==> config.mk <==
export PLATFORM = sky130hd
export DESIGN_NAME = pipelined_barrel_shifter
export DESIGN_NICKNAME = d
export VERILOG_FILES = /design/src/rtl/pipelined_barrel_shifter.sv
export SDC_FILE = /design/constraint.sdc
export NUM_CORES = 1
export LEC_CHECK = 0
export CORE_MARGIN = 3
export CORE_UTILIZATION = 25
export CTS_BUF_LIST = sky130_fd_sc_hd__clkbuf_8
export DETAILED_ROUTE_END_ITERATION = 6
export PLACE_DENSITY = 0.55
export RECOVER_POWER = 50
export SYNTH_ARGS = -nofsm -noshare
export SYNTH_HDL_FRONTEND = slang
export SYNTH_SLANG_ARGS = --single-unit
==> constraint.sdc <==
create_clock -name clk -period 6 [get_ports clk]
set_input_delay 1.2 -clock clk [delete_from_list [all_inputs] [get_ports clk]]
set_output_delay 1.2 -clock clk [all_outputs]
set_load 0.005 [all_outputs]
==> src/rtl/pipelined_barrel_shifter.sv <==
// Fully pipelined barrel shifter: one registered stage per shift-amount bit,
// valid/ready on both sides, a single global enable stalls the whole pipe.
module pipelined_barrel_shifter #(
   parameter int WIDTH   = 8,
   parameter int SHAMT_W = $clog2(WIDTH)
) (
   input  logic               clk,
   input  logic               rst,
   input  logic               in_valid,
   output logic               in_ready,
   input  logic [WIDTH-1:0]   datain,
   input  logic [SHAMT_W-1:0] shiftamt,
   input  logic [2:0]         shifttype,
   output logic               out_valid,
   input  logic               out_ready,
   output logic [WIDTH-1:0]   dataout,
   output logic               out_zero
);

   typedef enum logic [2:0] {
      SH_SLL = 3'b000,
      SH_SRL = 3'b001,
      SH_SRA = 3'b010,
      SH_ROL = 3'b011,
      SH_ROR = 3'b100
   } shift_e;

   logic en;
   logic zero_q;

   for (genvar k = 0; k < SHAMT_W; k++) begin : g_stage
      localparam int S = 1 << k;

      logic [WIDTH-1:0]   src;
      logic [2:0]         typ;
      logic [SHAMT_W-1:k] amt;
      logic               vld;
      logic [WIDTH-1:0]   sll_w, srl_w, sra_w, rol_w, ror_w;
      logic [WIDTH-1:0]   res;
      logic [WIDTH-1:0]   data_q;
      logic               valid_q;

      if (k == 0) begin : g_head
         assign src = datain;
         assign typ = shifttype;
         assign amt = shiftamt;
         assign vld = in_valid && in_ready;
      end else begin : g_tail
         assign src = g_stage[k-1].data_q;
         assign typ = g_stage[k-1].g_ctl.type_q;
         assign amt = g_stage[k-1].g_ctl.amt_q;
         assign vld = g_stage[k-1].valid_q;
      end

      // SRA keeps the MSB at every stage, so the running MSB is always datain's sign bit.
      assign sll_w = {src[WIDTH-S-1:0], {S{1'b0}}};
      assign srl_w = {{S{1'b0}}, src[WIDTH-1:S]};
      assign sra_w = {{S{src[WIDTH-1]}}, src[WIDTH-1:S]};
      assign rol_w = {src[WIDTH-S-1:0], src[WIDTH-1:WIDTH-S]};
      assign ror_w = {src[S-1:0], src[WIDTH-1:S]};

      // NOTE: default first so every path assigns res and no latch is inferred.
      always_comb begin
         res = src;
         if (amt[k]) begin
            case (typ)
               SH_SLL:  res = sll_w;
               SH_SRL:  res = srl_w;
               SH_SRA:  res = sra_w;
               SH_ROL:  res = rol_w;
               SH_ROR:  res = ror_w;
               default: res = src;
            endcase
         end
      end

      // NOTE: only valid bits and the visible output are reset; mid-pipe data is
      // don't-care while its valid is low, so it needs no reset.
      always_ff @(posedge clk) begin
         if (rst) begin
            valid_q <= 1'b0;
            if (k == SHAMT_W - 1) data_q <= '0;
         end else if (en) begin
            valid_q <= vld;
            data_q  <= res;
         end
      end

      if (k < SHAMT_W - 1) begin : g_ctl
         logic [2:0]           type_q;
         logic [SHAMT_W-1:k+1] amt_q;

         always_ff @(posedge clk) begin
            if (en) begin
               type_q <= typ;
               amt_q  <= amt[SHAMT_W-1:k+1];
            end
         end
      end
   end

   always_ff @(posedge clk) begin
      if (rst)     zero_q <= 1'b0;
      else if (en) zero_q <= ~|g_stage[SHAMT_W-1].res;
   end

   assign out_valid = g_stage[SHAMT_W-1].valid_q;
   assign dataout   = g_stage[SHAMT_W-1].data_q;
   assign out_zero  = zero_q;
   assign en        = !out_valid || out_ready;
   assign in_ready  = en && !rst;

endmodule

# After elaboration in Yosys (flattened, before gate mapping)
# Index checks and enable logic that the tools add are counted.
[word_totals] regBits=37 inputBits=18
[classes] n_eq_ne=12 n_mux=6 bitwise_logic=1 reduce_logical=12
[op_table] op="case mux 8 bit (5 select lines)" count=2
[op_table] op="case mux 8 bit (4 select lines)" count=1
[op_table] op="2-to-1 mux 8 bit" count=3
[op_table] op="== test 3 x 2 -> 1 bit, second input constant" count=6
[op_table] op="== test 3 x 1 -> 1 bit, second input constant" count=3
[op_table] op="== test 3 bit, second input constant" count=3
[op_table] op="zero test 3 bit" count=3
[op_table] op="OR reduction 8 bit" count=1
[op_table] op="zero test 1 bit" count=3
[op_table] op="logical AND 1 bit" count=2
[op_table] op="AND reduction 2 bit" count=1
[op_table] op="OR reduction 2 bit" count=1
[op_table] op="logical OR 1 bit" count=1
[op_table] op="inverter 1 bit" count=1

# Depth between registers and ports, before layout
[depth] word_depth=6 mapped_depth=7 ltp_nobuf=5

# Worst setup path after synthesis
# Ideal clock, no wire load.
[synth_path] kind="in2out" startpoint="in out_ready" endpoint="out in_ready" arrival_ps=2196 required_time_ps=4800 setup_slack_ps=2604 path_stages=3 path_buffers=1 cell_sequence="nor2b_1 clkbuf_1 nor2_1"
[synth_between] elab_chain_len=2
[synth_lines] item="start, declared" line_no="15" rtl="input logic out_ready,"
[synth_lines] item="logical OR 1 bit" line_no="110" rtl="assign en = !out_valid || out_ready;"
[synth_lines] item="logical AND 1 bit" line_no="111" rtl="assign in_ready = en && !rst;"
[synth_lines] item="end, declared" line_no="10" rtl="output logic in_ready,"
# No other way between the ends.

# Final worst setup path
[layout_path] startpoint="in rst" endpoint="out in_ready"
[layout_between] elab_chain_len=2
[layout_lines] item="start, declared" line_no="8" rtl="input logic rst,"
[layout_lines] item="zero test 1 bit" line_no="111"
[layout_lines] item="logical AND 1 bit" line_no="111"
# No other way between the ends.

==> impl_metrics.yaml <==
power_and_ir_drop:
  switching_share: 0.254
  p_int_mw: 0.471
  pwr-share-comb: 0.159
  p_switching_mw: 0.161
  power.total_mw: 0.632
  pwr_density_cell_nw_per_um2: 257
  ir_worst_vdd_uv: 74.8
  p_leak_nw: 0.881
  p_seq_frac: 0.505
  clockPowerShare: 0.335
sta:
  max_freq_mhz: 218
  relSlewSlack: 0.424
  grt_setup_unrepaired: "false"
  tns_ps: 0
  setup_viol: 0
  period_needed_ps: 4590
  hold_viol: 0
  setup_ws_ps: 1410
  final.setup_skew_ps: 2.56
  slew_violations: 0
  finalCritPeriodShare: 0.766
  worstMarginPinSlew_ps: 864
global_route:
  antenna_found_initial: 0
  track_usage: 0.0991
  grt.overflow.total: 0
  grt_pass1_vias: 1567
  grt_pass1_wl_um: 7220
  grt_max_degree: 25
floorplan:
  core_region_area_um2: 7770
  start_util: 0.258
  chipHeight_um: 95.5
  io_pins: 29
  dieArea_um2: 9130
  die_w_um: 95.5
  fp-row-count: 32
logic_synthesis:
  syn_area_per_cell_um2: 9.64
  synth_top_area_frac: 0.375
  ys_top_cells_by_area: "edfxtp_1, dfxtp_1, nand2_1, a22oi_1, a21oi_1"
  ys_types: 44
  yosys-top-cells-count: "nand2_1, edfxtp_1, a21oi_1, o21ai_0, nor2_1"
  yosysTopAreaCell: "edfxtp_1"
  seq_area_frac_synth: 0.494
  synth_edf_count: 25
  postSynth.asyncResetShare: 0
  yosys_most_used_dff: "edfxtp_1"
  syn_area_um2: 2000
  ys_ff_latch: 37
  synth_nets: 226
  syn_inst: 208
  yosysWarnings: 0
  synthMostInstantiatedCell: "nand2_1"
critical_path:
  arrival_ps: 3390
  endpoint_kind: "primary output"
  cp-start-kind: "primary input"
  crit_fanout: 18
  worstPathRequired_ps: 4800
  worstSetupPathType: "in -> out"
hold_path:
  hp-class: "reg -> reg"
clock_tree:
  cts.sinks: 37
  clockBufferDepth: 2
  clk_latency_ps: 280
  hold_buffers: 0
  cts_setup_buffers: 0
  htree_levels: 2
  clkSlewWorstSetupHoldPaths_ps: 70
  cts_made_buffers: 5
  cts_tree: "done"
  cts.repair.resized: 0
  cts-root-buf: "clkbuf_8"
drt:
  drc_errors: 0
  drt_iter0_drc: 126
  wl_um: 4120
  wire_per_inst_um: 12.3
  drt_first_pass_iters: 5
  vias: 1659
  detail-route-antenna-nets: 0
  via_per_inst: 4.95
outcome:
  status: "finished clean"
placement:
  place_ws_ps: 1960
  placed_area_um2: 2350
  dp_hpwl_um: 2990
  io_buffers: 28
  globalplace.congestion: 0.751
cells_and_area:
  nets: 250
  fill_cells: 816
  diodes: 0
  area_growth_pct: 22.8
  stdcell_area_um2: 2460
  drive_gt1_frac: 0.0644
  utilization: 0.317
run:
  maxCapViolCount: 0
-- power by group through the flow --
stage,registers [mW],logic [mW],clock network (mW)
after global placement,0.325,0.103,0
after global routing,0.323,0.115,0.232
after detailed placement,0.325,0.104,0
after CTS,0.319,0.104,0.219
after floorplan,0.315,0.0719,0
final,0.319,0.101,0.212
-- cell type report --
cell class | instances | area (µm²) | area share
clock buffers | 5 | 68.8 | 0.0280
clock inverters | 3 | 42.5 | 0.0173
inverters | 8 | 30.0 | 0.0122
multi-input cells | 151 | 917 | 0.373
flip-flops and latches | 37 | 991 | 0.403
well taps | 102 | 128 | 0.0519
repair buffers | 29 | 284 | 0.115
-- flip-flops by register name, indices dropped and copies added (netlist names) --
name,count
g_stage.g_ctl.type_q,6
g_stage.valid_q,2
g_stage.data_q,16
out_valid,1
dataout,8
g_stage.g_ctl.amt_q,3
out_zero,1
-- through the flow --
step / instances / hold WS (ps)
detailed placement: 327 / 407
global placement: 327 / 403
finish: 335 / 423
global route: 335 / 445
floorplan: 208 / 400
CTS: 335 / 426
-- logic make-up (layout without fill, tap and decap cells) --
group           after synthesis  count (layout)  share of synthesized area
flops                        37              37                      0.494
simple gates                 64              64                      0.146
xor+xnor                      2               2                    0.00874
mux                           5               5                     0.0275
compound gates               79              79                      0.270
buf+inv                      20              45                     0.0481
fa+ha+maj                     1               1                    0.00499
-- worst paths after layout --
check                      endpoint  cells after the start                        from  slack (ps)
min          g_stage[1].g_ctl.amt_q                      0   g_stage[0].g_ctl.amt_q[2]         420
max reg2reg                out_zero                      5  g_stage[1].g_ctl.type_q[2]        3950
min reg2reg  g_stage[1].g_ctl.amt_q                      0   g_stage[0].g_ctl.amt_q[2]         420
max                        in_ready                      4                         rst        1410
-- placed cells by master, fill, tap and decap left out, drive strengths merged, types with 3 or more instances in the layout --
| cell type | Yosys | routed |
|---|---|---|
| nand2b | 4 | 4 |
| dfxtp | 12 | 12 |
| a22o | 5 | 5 |
| inv | 8 | 9 |
| o21ai | 19 | 19 |
| a222oi | 5 | 5 |
| nand2 | 33 | 33 |
| nor2 | 15 | 15 |
| clkbuf | 4 | 6 |
| o211ai | 3 | 3 |
| dlygate4sd3 | 0 | 17 |
| or2 | 3 | 3 |
| edfxtp | 25 | 25 |
| a211oi | 5 | 5 |
| clkdlybuf4s50 | 0 | 11 |
| mux2 | 4 | 4 |
| a22oi | 11 | 11 |
| a21oi | 16 | 16 |
| a221oi | 3 | 3 |
-- layer usage --
| metal | global-route usage | wire length, µm |
|---|---|---|
| met1 | 0.121 | 1850 |
| met2 | 0.167 | 1950 |
| met3 | 0.0260 | 284 |
| met4 | 0.0355 | 38 |
| met5 | 0 | 0 |
-- worst max-delay path, stage by stage --
cell and delay [ps]:
dlygate4sd3_1 710, nor2_1 150, clkbuf_1 660, clkdlybuf4s50_1 660
No activity file was read; power rests on OpenSTA's default activity.
==> edit, RTL diff (same flow settings) <==
Set the parameter `WIDTH` to 4 (it was 8).
--- a/src/rtl/pipelined_barrel_shifter.sv
+++ b/src/rtl/pipelined_barrel_shifter.sv
@@ -1,7 +1,7 @@
 // Fully pipelined barrel shifter: one registered stage per shift-amount bit,
 // valid/ready on both sides, a single global enable stalls the whole pipe.
 module pipelined_barrel_shifter #(
-   parameter int WIDTH   = 8,
+   parameter int WIDTH   = 4,
    parameter int SHAMT_W = $clog2(WIDTH)
 ) (
    input  logic               clk,
Interface: changed (resized datain, dataout and shiftamt); port bits go from 29 to 20. The function was not compared with the original's and may differ.
==> edit against the original RTL <==
Wire length decreased by 62%. Worst setup slack better by 590 ps. Area after synthesis shrank 61%. Clock skew decreased by 1.2 ps. Total power fell by 61%. Non-clock buffer count is 10 lower. Die area decreased by 58%. Sequential cell count decreased by 22. Final area down 57%. Critical path type unchanged. Largest power group unchanged.
==> edit: results (changes against the original RTL) <==
[synth]
synth_edf_count = 8  ; was 25
yosysWarnings = 0  ; unchanged
synth_commonest_cells = 15 x nand2_1, 8 x edfxtp_1, 8 x nor2_1, 7 x dfxtp_1, 5 x a21oi_1  ; was 33 x nand2_1, 25 x edfxtp_1, 16 x a21oi_1, 16 x o21ai_0, 15 x nor2_1
async_reset_ff_frac = 0  ; unchanged
ys_seq_area_frac = 0.486  ; was 0.494
syn_nets = 97  ; was 226
synth_area_leaders = edfxtp_1 31%, dfxtp_1 18%, nand2_1 7.2%, mux2i_1 3.8%, nor2_1 3.8%  ; was edfxtp_1 37%, dfxtp_1 12%, nand2_1 6.2%, a22oi_1 4.1%, a21oi_1 4.0%
ys_types = 30  ; was 44

[detailed_routing]
first_pass_iters = 4  ; was 5
wl_per_cell_um = 10.7  ; was 12.3 um
vias = 678  ; was 1,659
drtIter0Drc = 21  ; was 126

[finish]
drive_above_1_share = 0.0755  ; was 0.0644
nets = 120  ; was 250
n_antenna_cell = 0  ; unchanged

[run_status]
status = complete, no violations  ; unchanged

[power_and_ir_drop]
cellLeakagePower_uw = 0.000405  ; was 0.000881 uW
ir_drop_uv = 99.0  ; was 74.8 uV
intPower_uw = 187  ; was 471 uW

[placement]
dp_hpwl_mm = 1.27  ; was 2.99 mm
globalplace.congestion = 0.816  ; was 0.751
placed_area_um2 = 1020  ; was 2350 um^2
portBuffers = 19  ; was 28

[clock_network]
cts_resized = 0  ; unchanged
htreeDepth = 1  ; was 2
clk_latency_ps = 240  ; was 280 ps
clockRootBuffer = clkbuf_8  ; unchanged
clock_path_buffers = 2  ; unchanged
clk_pin_slew_ps = 60
cts_inserted_buffers = 3  ; was 5
cts_setup_buffers = 0  ; unchanged

[setup_path]
critPathSlowestCell = dlygate4sd3_1  ; unchanged
slowest_delay_ps = 660  ; was 710 ps
crit_fanout = 9  ; was 18
path_delay_family = buffers and inverters  ; unchanged
arrival_ps = 2800  ; was 3390 ps

[sta]
max_slew_margin = 0.722  ; was 0.424
fin_worst_skew_ps = 1.33  ; was 2.56 ps

[grt]
antenna_found_initial = 0  ; unchanged
grt_pass1_wl_mm = 2.62  ; was 7.22 mm
grt_pass1_vias = 624  ; was 1,567
grt_start_max_net_pins = 13  ; was 25
track_usage = 0.0910  ; was 0.0991

[worst_hold_path]
hold_class = reg2reg  ; unchanged

-- edit: changes by cell type after synthesis, sizes merged, moves of 7 or more --
cell and delta:
buf -8, a21oi -10, o21ai -14, edfxtp -17
nand2 -18, nor2 -7, a22oi -8
-- edit: logic make-up (layout without fill, tap and decap cells) --
kind of cell	Yosys count	in the layout	share of synthesized area
AND/OR/NAND/NOR	34	34	0.204
AO/OA/AOI/OAI	27	27	0.248
multiplexers	3	3	0.0383
flip-flops	15	15	0.486
buffers and inverters	5	27	0.0240
-- edit: power groups by stage --
stage                     Combinational, uW  Clock, uW  Sequential (uW)
after detailed placement               46.6          0              126
after floorplan                        24.4          0              125
after CTS                              46.8       80.2              124
after global routing                   50.1       87.2              125
final                                  44.7       77.6              124
after global placement                 46.1          0              126
-- edit: layer usage --
layer,vias to the layer above,routed length [um],global-route usage
met2,16,746,0.145
met4,0,24,0.0485
li1,353,-,-
met3,2,62,0.0248
met5,-,0,0
met1,307,745,0.111
-- edit: final timing paths --
kind         slack [ps]  startpoint  cells past startpoint    endpoint
max                2000         rst                      3    in_ready
min                 440  dataout[2]                      2  dataout[2]
max reg2reg        4420   out_valid                      6    out_zero
min reg2reg         440  dataout[2]                      2  dataout[2]
-- edit: area by class of cell --
cell class,instances,area [um^2]
tap,42,52.6
multi-input combinational,64,384
sequential,15,380
inverter,4,15.0
timing repair buffer,19,190
fill,300,1810
clock buffer,3,41.3
clock inverter,1,5.00
-- edit: tightest hold or removal path: cells and delay by family (launching register included) --
family           cells  cell delay (ps)
AND/OR/NAND/NOR      1               50
AO/OA/AOI/OAI        1               50
flip-flops           1              300
-- edit: stage by stage --
step                setup slack (ps)  cells
finish                          2000    148
global route                    1910    148
CTS                             2030    148
detailed placement              2040    144
global placement                2050    144
floorplan                       3130     84
